### src/rtl/uart_rx_pkg.sv
// Shared definitions for the UART receive path: deserializer state encoding,
// supported data-width limits and the mid-bit sample index helper.
package uart_rx_pkg;

    // Deserializer states
    typedef enum logic [1:0] {
        IDLE  = 2'd0,
        SHIFT = 2'd1,
        DONE  = 2'd2,
        HOLD  = 2'd3
    } rx_deser_state_e;

    // Supported range of data bits per frame
    localparam int unsigned DATA_WIDTH_MIN = 5;
    localparam int unsigned DATA_WIDTH_MAX = 16;

    // Oversample index at which a bit is sampled; callers truncate to their width
    function automatic logic [31:0] mid_sample_idx(input logic [31:0] prescale);
        return prescale >> 1;
    endfunction

endpackage

### src/rtl/rx_sample_strobe.sv
// Mid-bit sample strobe: asserted while the frame-data window is open and the
// oversample edge counter sits on the mid-bit index (Prescale >> 1).
module rx_sample_strobe
    import uart_rx_pkg::*;
#(
    parameter int unsigned PRESCALE_W = 6
) (
    input  logic                  deser_en_i,
    input  logic [PRESCALE_W-1:0] edge_cnt_i,
    input  logic [PRESCALE_W-1:0] prescale_i,
    output logic                  strobe_o
);

    logic [PRESCALE_W-1:0] mid_idx;

    // Compare at PRESCALE_W bits; Prescale of 0 or 1 lands the strobe on edge 0
    always_comb begin
        mid_idx  = PRESCALE_W'(mid_sample_idx(32'(prescale_i)));
        strobe_o = deser_en_i && (edge_cnt_i == mid_idx);
    end

endmodule

### src/rtl/rx_deser_param.sv
// UART RX deserializer: captures sampled bits at the mid-bit strobe, counts
// them against a per-frame length latched at frame start, and presents a
// right-justified word with a one-cycle data_valid pulse.
// Optional feature macro: RX_DESER_PARITY_EN adds par_type / par_calc.
module rx_deser_param
    import uart_rx_pkg::*;
#(
    parameter int unsigned DATA_WIDTH = 8,
    parameter int unsigned PRESCALE_W = 6,
    parameter int unsigned LEN_W      = 5
) (
    input  logic                  clk,
    input  logic                  ARSTn,
    input  logic                  deser_en,
    input  logic                  sampled_bit,
    input  logic [PRESCALE_W-1:0] edge_cnt,
    input  logic [PRESCALE_W-1:0] Prescale,
    input  logic [LEN_W-1:0]      data_len,
    input  logic                  msb_first,
`ifdef RX_DESER_PARITY_EN
    input  logic                  par_type,
    output logic                  par_calc,
`endif
    output logic [DATA_WIDTH-1:0] P_DATA,
    output logic                  data_valid,
    output logic [LEN_W-1:0]      bit_cnt,
    output logic                  busy
);

    localparam logic [LEN_W-1:0] DW_L = LEN_W'(DATA_WIDTH);

    rx_deser_state_e       state_q, state_d;
    logic [DATA_WIDTH-1:0] sr_q, sr_d;
    logic [DATA_WIDTH-1:0] p_data_q, p_data_d;
    logic [LEN_W-1:0]      cnt_q, cnt_d;
    logic [LEN_W-1:0]      len_q, len_d;
    logic                  msb_q, msb_d;

    logic                  strobe;
    logic                  cap;
    logic [LEN_W-1:0]      eff_len_in;
    logic [LEN_W-1:0]      cur_len;
    logic                  cur_msb;
    logic [DATA_WIDTH-1:0] sr_base;
    logic [DATA_WIDTH-1:0] sr_next;
    logic [LEN_W-1:0]      cnt_base;
    logic [LEN_W-1:0]      cnt_inc;
    logic [LEN_W-1:0]      shamt;

`ifdef RX_DESER_PARITY_EN
    logic par_acc_q, par_acc_d;
    logic par_type_q, par_type_d;
    logic par_calc_q, par_calc_d;
    logic par_base;
    logic cur_par_type;
`endif

    rx_sample_strobe #(
        .PRESCALE_W (PRESCALE_W)
    ) u_strobe (
        .deser_en_i (deser_en),
        .edge_cnt_i (edge_cnt),
        .prescale_i (Prescale),
        .strobe_o   (strobe)
    );

    // Next-state, capture and word alignment
    always_comb begin
        state_d    = state_q;
        sr_d       = sr_q;
        p_data_d   = p_data_q;
        cnt_d      = cnt_q;
        len_d      = len_q;
        msb_d      = msb_q;
        cap        = 1'b0;
        cur_len    = len_q;
        cur_msb    = msb_q;
        sr_base    = sr_q;
        cnt_base   = cnt_q;
        sr_next    = sr_q;
        cnt_inc    = cnt_q;
        shamt      = '0;
        // Out-of-range lengths fall back to the full data width
        eff_len_in = ((data_len != '0) && (data_len <= DW_L)) ? data_len : DW_L;
`ifdef RX_DESER_PARITY_EN
        par_acc_d    = par_acc_q;
        par_type_d   = par_type_q;
        par_calc_d   = par_calc_q;
        par_base     = par_acc_q;
        cur_par_type = par_type_q;
`endif

        unique case (state_q)
            IDLE: begin
                if (deser_en) begin
                    len_d    = eff_len_in;
                    msb_d    = msb_first;
                    cur_len  = eff_len_in;
                    cur_msb  = msb_first;
                    sr_base  = '0;
                    cnt_base = '0;
                    sr_d     = '0;
                    cnt_d    = '0;
                    state_d  = SHIFT;
                    // A strobe coinciding with frame start is bit 0
                    cap      = strobe;
`ifdef RX_DESER_PARITY_EN
                    par_type_d   = par_type;
                    cur_par_type = par_type;
                    par_base     = 1'b0;
                    par_acc_d    = 1'b0;
`endif
                end
            end
            SHIFT: begin
                if (!deser_en) begin
                    state_d = IDLE;
                    cnt_d   = '0;
                end else begin
                    cap = strobe;
                end
            end
            DONE: begin
                state_d = HOLD;
            end
            HOLD: begin
                if (!deser_en) begin
                    state_d = IDLE;
                    cnt_d   = '0;
                end
            end
            default: state_d = IDLE;
        endcase

        if (cap) begin
            sr_next = cur_msb ? {sr_base[DATA_WIDTH-2:0], sampled_bit}
                              : {sampled_bit, sr_base[DATA_WIDTH-1:1]};
            cnt_inc = cnt_base + LEN_W'(1);
            sr_d    = sr_next;
            cnt_d   = cnt_inc;
`ifdef RX_DESER_PARITY_EN
            par_acc_d = par_base ^ sampled_bit;
`endif
            if (cnt_inc == cur_len) begin
                state_d  = DONE;
                // LSB-first words sit at the top of the register; shift them down
                shamt    = DW_L - cur_len;
                p_data_d = cur_msb ? sr_next : (sr_next >> shamt);
`ifdef RX_DESER_PARITY_EN
                par_calc_d = par_base ^ sampled_bit ^ cur_par_type;
`endif
            end
        end
    end

    // State and datapath registers
    always_ff @(posedge clk or negedge ARSTn) begin
        if (!ARSTn) begin
            state_q  <= IDLE;
            sr_q     <= '0;
            p_data_q <= '0;
            cnt_q    <= '0;
            len_q    <= DW_L;
            msb_q    <= 1'b0;
        end else begin
            state_q  <= state_d;
            sr_q     <= sr_d;
            p_data_q <= p_data_d;
            cnt_q    <= cnt_d;
            len_q    <= len_d;
            msb_q    <= msb_d;
        end
    end

`ifdef RX_DESER_PARITY_EN
    // Parity accumulator, latched parity type and published parity
    always_ff @(posedge clk or negedge ARSTn) begin
        if (!ARSTn) begin
            par_acc_q  <= 1'b0;
            par_type_q <= 1'b0;
            par_calc_q <= 1'b0;
        end else begin
            par_acc_q  <= par_acc_d;
            par_type_q <= par_type_d;
            par_calc_q <= par_calc_d;
        end
    end

    assign par_calc = par_calc_q;
`endif

    // Outputs; P_DATA is already updated during the DONE cycle
    always_comb begin
        P_DATA     = p_data_q;
        data_valid = (state_q == DONE);
        bit_cnt    = cnt_q;
        busy       = (state_q == SHIFT);
    end

endmodule

### config.mk
export PLATFORM = sky130hd
export DESIGN_NAME = rx_deser_param
export DESIGN_NICKNAME = d
export VERILOG_FILES = /design/src/rtl/uart_rx_pkg.sv /design/src/rtl/rx_sample_strobe.sv /design/src/rtl/rx_deser_param.sv
export SDC_FILE = /design/constraint.sdc
export NUM_CORES = 1
export LEC_CHECK = 0
export BUFFER_PORTS_ARGS = -buffer_cell sky130_fd_sc_hd__buf_4
export CAP_MARGIN = 40
export CORE_MARGIN = 2
export CORE_UTILIZATION = 49
export CTS_BUF_LIST = sky130_fd_sc_hd__clkbuf_8
export CTS_CLUSTER_DIAMETER = 60
export DETAILED_ROUTE_END_ITERATION = 6
export GPL_TIMING_DRIVEN = 0
export HOLD_SLACK_MARGIN = 0.15
export PLACE_DENSITY = 0.7
export SYNTH_ARGS = -nofsm -noshare
export SYNTH_HDL_FRONTEND = slang
export SYNTH_SLANG_ARGS = --single-unit
export TNS_END_PERCENT = 1
### constraint.sdc
create_clock -name clk -period 5.5 [get_ports clk]
set_input_delay 0 -clock clk [delete_from_list [all_inputs] [get_ports clk]]
set_output_delay 0 -clock clk [all_outputs]
set_load 0.02 [all_outputs]
* After elaboration in Yosys (flattened, before gate mapping)
Cells that the tools add are included.
** Cells by class
- Add/subtract/negate cells :: 2
- Magnitude comparators :: 1
- Equality and inequality tests :: 6
- Shifts and indexed selects :: 1
- Muxes and demuxes :: 22
- Reductions and logical operators :: 9
** Operators by type and width (count)
- two-way mux 8 bit :: 5
- two-way mux 5 bit :: 7
- one-hot mux 5 bit (2 select lines) :: 1
- two-way mux 2 bit :: 4
- >> shifter 8 x 5 -> 8 bit :: 1
- == test 6 x 5 -> 1 bit :: 1
- one-hot mux 2 bit (3 select lines) :: 1
- adder 5 x 1 -> 5 bit (second input constant) :: 1
- == test 5 bit :: 1
- <= comparator 5 x 4 -> 1 bit (second input constant) :: 1
- nonzero test 5 bit :: 1
- subtractor 4 x 5 -> 5 bit (first input constant) :: 1
- == test 2 bit (second input constant) :: 2
- two-way mux 1 bit :: 4
- AND reduction 2 bit :: 2
- OR reduction 2 bit :: 2
- inequality test 3 x 2 -> 1 bit (second input constant) :: 1
- nonzero test 3 bit :: 1
- == test 2 x 1 -> 1 bit (second input constant) :: 1
- logical AND 1 bit :: 2
- zero test 2 bit :: 1
** Storage, ports and cells
- Register bits after elaboration :: 29
- Input port bits :: 22
- Output and inout bits :: 15
- Word-level logic and storage cells :: 47

* Logic depth before layout (Yosys ltp)
Gate-level depths: netlist (run 1).
- Word-level depth :: 8
- Mapped depth :: 12
- Mapped depth without buffers :: 10

* Hierarchy
From an unflattened synthesis (run 1), not the netlist that was laid out.
** Second synthesis, totals
- Cells, all modules :: 247
- Area, all modules :: 2139.6 um^2
** By module, submodules not included
- rx_deser_param :: instances 1, cells each 240, area each 2074.5 um^2, sequential area each 726.9 um^2
- rx_sample_strobe :: instances 1, cells each 7, area each 65.1 um^2, sequential area each 0.0 um^2

* Worst setup path after synthesis (run 1)
OpenSTA, ideal clock, no wires.
- Path type :: flip-flop to flip-flop
- Start :: reg state_q[1]
- End :: reg p_data_q[0], in the netlist P_DATA[0]
- Setup time :: 0.125 ns
- Data arrival time :: 3.071 ns
- Data required time :: 5.375 ns
- Path slack :: 2.304 ns
- Cell stages (with the launch flop) :: 13
- Buffers on the path :: 2
- Period minus slack after synthesis :: 3.196 ns
- Path through :: dfrtp_1 -> or3b_1 -> buf_2 -> nor4b_1 -> a21oi_2 -> ha_1 -> clkbuf_1 -> clkinv_1 -> mux2_2 -> o22ai_1 -> a221oi_1 -> o32ai_1 -> mux2_2
** On the way
- Cells in the longest elaborated chain, start to end :: 5
- Elaborated cells on any way between the ends :: 15
- Classes of those cells :: add/sub (2); eq/ne (2); shift (1); mux (7); reduce/logical (3)
** Ends and longest elaborated chain
- start, declared :: line rx_deser_param.sv:32 : rx_deser_state_e state_q, state_d;
- start signal, assigned :: line rx_deser_param.sv:166 : state_q <= state_d;
- zero test 2 bit :: line rx_deser_param.sv:93 : unique case (state_q)
- two-way mux 5 bit (tied with other cells)
- subtractor 4 x 5 -> 5 bit (tied with other cells) :: line rx_deser_param.sv:147 : shamt = DW_L - cur_len;
- >> shifter 8 x 5 -> 8 bit / == test 5 bit (equally long branches) :: line rx_deser_param.sv:148, rx_deser_param.sv:144
- two-way mux 8 bit / AND reduction 2 bit (equally long branches)
- end signal, assigned :: line rx_deser_param.sv:168 : p_data_q <= p_data_d;
- end, declared :: line rx_deser_param.sv:34 : logic [DATA_WIDTH-1:0] p_data_q, p_data_d;
Several ways; a longest one is shown, not always the timed one.
A chain may end at the register's enable or synchronous reset.

* Worst setup path after layout (run 1)
Same ends and word-level chain as after synthesis.

==> results.tsv, run 1 <==
stage	metric	value	unit
cells_and_area	layout-drive-gt1-share	25.2	%
cells_and_area	multi_input_area	0.00114	sq mm
flow_run	cap_violations	0	
logic_synthesis	async_reset_ff_share	100	%
sta	slew_violations	0	
clock_tree	path_clk_slew	0.07	ns
placed_design	place_area	0.00226	sq mm
setup_path	cp_max_fo	9	
setup_path	max_stage_delay	0.44	ns
pwr	switching_share	30.3	%
logic_synthesis	avgSynthCellArea	9.43	sq um
cells_and_area	final_area	0.00240	sq mm
floorplan	initial_core_util	51.9	%
logic_synthesis	ys_ff_latch	29	
floorplan	die_h	67.0	microns
cells_and_area	final_util	64.0	%
cells_and_area	finalNetCount	277	
clock_tree	ctsHoldBuffers	5	
global_routing	grt_max_degree	30	
logic_synthesis	syn_area	0.00194	sq mm
floorplan	die_w	67.0	microns
logic_synthesis	synth_common_cells	dfrtp_1, nor2_1, mux2_2, nand2_1, xnor2_1	
setup_path	crit_slowest_cell	dfrtp_1	
clock_tree	htreeDepth	2	
drt	drt_iter0_drc	130	
placed_design	routabilityCongestion	0.944	
pwr	peakVddDrop	0.131	mV
setup_path	critPathBufInv	3	
sta	worst_pin_slew	0.738	ns
drt	avgRoutedWirePerCell	15.2	microns
drt	vias	1723	
setup_path	critPathKind	reg2reg	
pwr	p_per_area	211	mW/mm^2
global_routing	antenna_found_initial	0	
sta	slew_headroom	50.8	%
placed_design	dp.final_hpwl	3390	microns
setup_path	worstPathArrival	3.89	ns
logic_synthesis	yosys_warnings	0	
logic_synthesis	synthesis.nets	230	
floorplan	core	0.00374	sq mm
drt	drt_pass1_iterations	5	
setup_path	timing.critical_path.mode_cell	mux2_2	
logic_synthesis	ys.flop_type	dfrtp_1	
sta	post-route-period-util	66.7	%
drt	wl	4590	microns
clock_tree	post-cts-setup-buffer-count	0	
hold_path	min-delay-path-class	in2async	
global_routing	grt_pass1_wl	7830	microns
clock_tree	cts.sinks	29	
logic_synthesis	netlist_instances	206	
clock_tree	clockRootBuffer	clkbuf_8	
sta	fmax	273	MHz
cells_and_area	syn_to_final_growth	23.5	%
global_routing	grt_pass1_vias	1600	
pwr	leakage	1.09	nW
clock_tree	cts_tree	built	
sta	hold_viol	0	
pwr	p_seq_share	44.8	%
pwr	switchingPower	0.153	mW
drt	antenna_left	0	
cells_and_area	diodes	0	
floorplan	dieArea	0.00448	sq mm
floorplan	ios	37	
floorplan	rows	22	
logic_synthesis	synth.top_cell.area_share	36.1	%
global_routing	gr-total-overflow	0	
sta	skew	0.00747	ns
logic_synthesis	synth-seq-area-share	37.4	%
logic_synthesis	synth_area_leader_cell	dfrtp_1	
pwr	p_comb_share	22.2	%
status	status	complete, no violations	
setup_path	crit_chain	or3b_1 -> buf_2 -> nor4b_1 -> a21oi_2 -> ha_1 -> clkbuf_1 -> clkinv_1 -> mux2_2 -> o22ai_1 -> a221oi_1 -> o32ai_1 -> mux2_2	
cells_and_area	fillers	338	
cells_and_area	register_area	727	sq um
setup_path	required	5.72	ns
sta	setup_violations	0	
clock_tree	cts_buffer_depth	2	
clock_tree	clk_latency	0.28	ns
global_routing	grt_usage	23.5	%
logic_synthesis	synth.distinct_cells	49	
logic_synthesis	ys_top_cells_by_area	dfrtp_1, mux2_2, xnor2_1, mux2i_1, nor2_1	
setup_path	cp-start-kind	flop	
placed_design	io_buffers	35	
clock_tree	cts_resized	0	
pwr	p_clk_share	33.0	%
sta	timing.setup.tns	0	ns
drt	drt-vias-per-instance	5.71	
logic_synthesis	yosysMostFrequentCell	dfrtp_1	
drt	post-route-drc-count	0	
setup_path	cp-end-kind	flop	
setup_path	crit_family	buffers and inverters	
logic_synthesis	synth_edf_count	0	
sta	rsz0062_at_grt	no	
clock_tree	numCtsBuffers	5	
sta	period_needed	3.67	ns
pwr	p_int	0.353	mW
-- cells in the final DEF (no fill, tap or decap), drive strengths merged, types with 2 or more instances in the layout --
cell type,count
nor2,17
o211ai,2
nor3b,3
dfrtp,28
clkbuf,11
a221oi,2
o32ai,2
a21o,2
nor2b,2
ha,2
and2,4
nor4,2
dlygate4sd3,5
buf,38
a211oi,6
o31ai,6
nand2,15
a21oi,5
inv,10
nand3,9
clkinv,3
nor3,6
mux2,15
a22oi,3
o21ai,7
xor2,4
xnor2,13
mux2i,11
and3,2
nand2b,3
-- power by group through the flow --
stage	Sequential, mW	Clock (mW)	Combinational (mW)
2_1_floorplan	0.229	0	0.0735
3_3_place_gp	0.231	0	0.108
3_5_place_dp	0.231	0	0.108
4_1_cts	0.227	0.171	0.112
5_1_grt	0.228	0.183	0.124
6_report	0.227	0.167	0.112
-- routing by layer --
metal / vias up / global-route usage [%] / part of all wire, %
li1: 848 / - / -
met1: 800 / 35.4 / 49
met2: 70 / 33.6 / 42
met3: 5 / 5.57 / 7.4
met4: 0 / 5.36 / 1.0
met5: - / 0 / 0
-- cell type report --
class	instances	share of cell area, %
flip-flops and latches	29	30.3
repair buffers	40	13.0
inverters	10	1.57
clock buffers	5	2.87
well taps	48	2.51
plain buffers	9	1.46
multi-input cells	158	47.7
clock inverters	3	0.574
-- flip-flops by register name, summed over array words and instances (netlist names) --
| register | count |
|---|---|
| bit_cnt | 5 |
| P_DATA | 8 |
| sr_q | 8 |
| state_q | 2 |
| msb_q | 1 |
| len_q | 5 |
-- kinds of logic (layout without fill, tap and decap cells) --
group | after synthesis | count (layout) | synth area share, %
AND/OR/NAND/NOR | 70 | 70 | 18.7
AO/OA/AOI/OAI | 43 | 43 | 16.8
flip-flops | 29 | 29 | 37.4
multiplexers | 26 | 26 | 14.4
buffers and inverters | 19 | 67 | 3.74
XOR/XNOR | 17 | 17 | 7.67
adder cells (fa/ha/maj) | 2 | 2 | 1.29
-- metrics by stage --
| step | power (mW) | setup WS (ns) | hold WS (ns) | instances |
|---|---|---|---|---|
| 3_5_place_dp | 0.339 | 1.89 | -0.0492 | 289 |
| 6_report | 0.506 | 1.83 | 0.190 | 302 |
| 5_1_grt | 0.535 | 1.54 | 0.217 | 302 |
| 3_3_place_gp | 0.338 | 1.88 | -0.0533 | 289 |
| 4_1_cts | 0.510 | 1.88 | 0.185 | 302 |
| 2_1_floorplan | 0.303 | 2.30 | -0.296 | 206 |
-- worst paths after layout --
path	startpoint	endpoint	slack (ns)	cells after the start
hold reg to reg	P_DATA[4]	P_DATA[4]	0.51	1
max in group asynchronous	ARSTn	len_q[3]	4.99	2
min in group clk	data_len[1]	len_q[3]	0.20	4
setup reg to reg	state_q[1]	P_DATA[0]	1.83	12
hold / removal	ARSTn	len_q[0]	0.19	2
setup / recovery	state_q[1]	P_DATA[0]	1.83	12
Power figures use the tool's default switching activity.
==> run 2: changes to the inputs <==
clock period = 3.8 ns   (was 5.5 ns; I/O delays follow)
==> run 2 against run 1 <==
Core utilization is the same. Setup slack lost 1.5 ns. Clock skew grew 0.0010 ns.
==> results.tsv, run 2 (synthesis gave the netlist of run 1 again) <==
stage	metric	value	unit
drt	drt_iter0_drc	137	
setup_path	critPathKind	reg2reg	
cells_and_area	diodes	0	
floorplan	rows	22	
global_routing	grt_pass1_vias	1600	
sta	timing.setup.tns	0	ns
global_routing	grt_pass1_wl	7830	microns
cells_and_area	final_cells	301	
floorplan	dieArea	0.00448	sq mm
global_routing	gr-total-overflow	0	
floorplan	die_h	67.0	microns
setup_path	crit_slowest_cell	ha_1	
drt	avgRoutedWirePerCell	15.3	microns
placed_design	place_ws	0.186	ns
clock_tree	numCtsBuffers	5	
cells_and_area	multi_input_area	0.00114	sq mm
setup_path	required	4.02	ns
pwr	power	0.736	mW
pwr	leakage	1.09	nW
clock_tree	cts_tree	built	
clock_tree	htreeDepth	2	
sta	fmax	285	MHz
cells_and_area	mostFrequentLayoutCells	buf_4, dfrtp_1, nor2_1	
drt	drt_pass1_iterations	4	
cells_and_area	layout-drive-gt1-share	25.7	%
setup_path	timing.critical_path.mode_cell	mux2_2	
setup_path	crit_chain	or3b_1 -> buf_2 -> nor4b_1 -> a21oi_2 -> ha_1 -> clkinvlp_4 -> mux2_2 -> o22ai_1 -> a221oi_1 -> o32ai_1 -> mux2_2	
placed_design	io_buffers	35	
pwr	peakVddDrop	0.191	mV
pwr	p_per_area	307	mW/mm^2
drt	drt-vias-per-instance	5.67	
cells_and_area	final_area	0.00240	sq mm
setup_path	cp_max_fo	9	
sta	skew	0.00851	ns
placed_design	dp.final_hpwl	3390	microns
cells_and_area	layout_commonest_cell	buf_4	
placed_design	place_area	0.00226	sq mm
status	status	complete, no violations	
clock_tree	clk_latency	0.29	ns
sta	worst_pin_slew	0.738	ns
setup_path	cp-start-kind	flop	
floorplan	ios	37	
sta	rsz0062_at_grt	no	
drt	antenna_left	0	
sta	slew_violations	0	
setup_path	worstPathArrival	3.73	ns
cells_and_area	syn_to_final_growth	23.5	%
floorplan	initial_core_util	51.9	%
placed_design	routabilityCongestion	0.944	
drt	wl	4610	microns
setup_path	cp-end-kind	flop	
sta	setup_violations	0	
placed_design	dpl.cell_count	289	
clock_tree	cts_buffer_depth	2	
sta	period_needed	3.51	ns
drt	post-route-drc-count	0	
setup_path	max_stage_delay	0.50	ns
sta	setup_ws	0.293	ns
global_routing	grt_max_degree	30	
global_routing	grt_usage	23.5	%
floorplan	die_w	67.0	microns
clock_tree	clockRootBuffer	clkbuf_8	
global_routing	antenna_found_initial	0	
cells_and_area	register_area	727	sq um
hold_path	min-delay-path-class	in2async	
sta	hold_viol	0	
floorplan	core	0.00374	sq mm
cells_and_area	fillers	335	
flow_run	cap_violations	0	
cells_and_area	finalNetCount	276	
setup_path	r2r.worst_path.cells	11	
sta	slew_headroom	50.8	%
drt	vias	1708	
clock_tree	post-cts-setup-buffer-count	0	
sta	post-route-period-util	92.3	%
clock_tree	cts.sinks	29	
clock_tree	path_clk_slew	0.07	ns
[run 2: metrics by stage]
step / util [%] / hold WS, ns
2_1_floorplan: - / -0.296
3_3_place_gp: 60.5 / -0.0533
3_5_place_dp: 60.5 / -0.0492
4_1_cts: 64.0 / 0.185
5_1_grt: 64.0 / 0.217
6_report: 64.0 / 0.189
[run 2: routing by layer]
layer | share of wire [%] | up-vias | global-route usage, %
met5 | 0 | - | 0
met4 | 1.0 | 0 | 5.36
met3 | 6.2 | 5 | 5.57
met2 | 43 | 60 | 33.6
met1 | 50 | 800 | 35.4
li1 | - | 843 | -
[run 2: worst max-delay path, delay by kind of cell (launching register included)]
| kind | cells | cell delay (ns) |
|---|---|---|
| AND/OR/NAND/NOR | 2 | 0.75 |
| buffers and inverters | 2 | 0.47 |
| adder cells (fa/ha/maj) | 1 | 0.50 |
| AO/OA/AOI/OAI | 4 | 0.77 |
| flip-flops | 1 | 0.44 |
| multiplexers | 2 | 0.53 |
[run 2: report_power, final]
| group | leakage, nW | internal (mW) | total, mW | switching (mW) |
|---|---|---|---|---|
| logic | 0.646 | 0.0688 | 0.164 | 0.0953 |
| registers | 0.394 | 0.319 | 0.328 | 0.00968 |
| clock network | 0.0491 | 0.124 | 0.244 | 0.120 |
[run 2: cell type report]
cell class	instances	area share, %
repair buffers	40	13.0
clock inverters	3	0.574
clock buffers	5	2.87
flip-flops and latches	29	30.3
inverters	10	1.72
multi-input cells	158	47.7
plain buffers	8	1.30
well taps	48	2.51
[run 2: final timing paths]
check                       startpoint        end  slack, ns
min                              ARSTn   len_q[0]       0.19
max in group asynchronous        ARSTn   len_q[3]       3.29
min reg2reg                  P_DATA[4]  P_DATA[4]       0.51
max reg2reg                 state_q[1]  P_DATA[0]       0.29
min in group clk           data_len[1]   len_q[3]       0.19
max                         state_q[1]  P_DATA[0]       0.29
[run 2: what timing repair did]
| action | in CTS | in global routing |
|---|---|---|
| endpoints found under the hold margin | 34 | 0 |
| endpoints found under the setup margin | 0 | 2 |
| hold buffers | 5 | 0 |
| gates resized for setup | 0 | 1 |
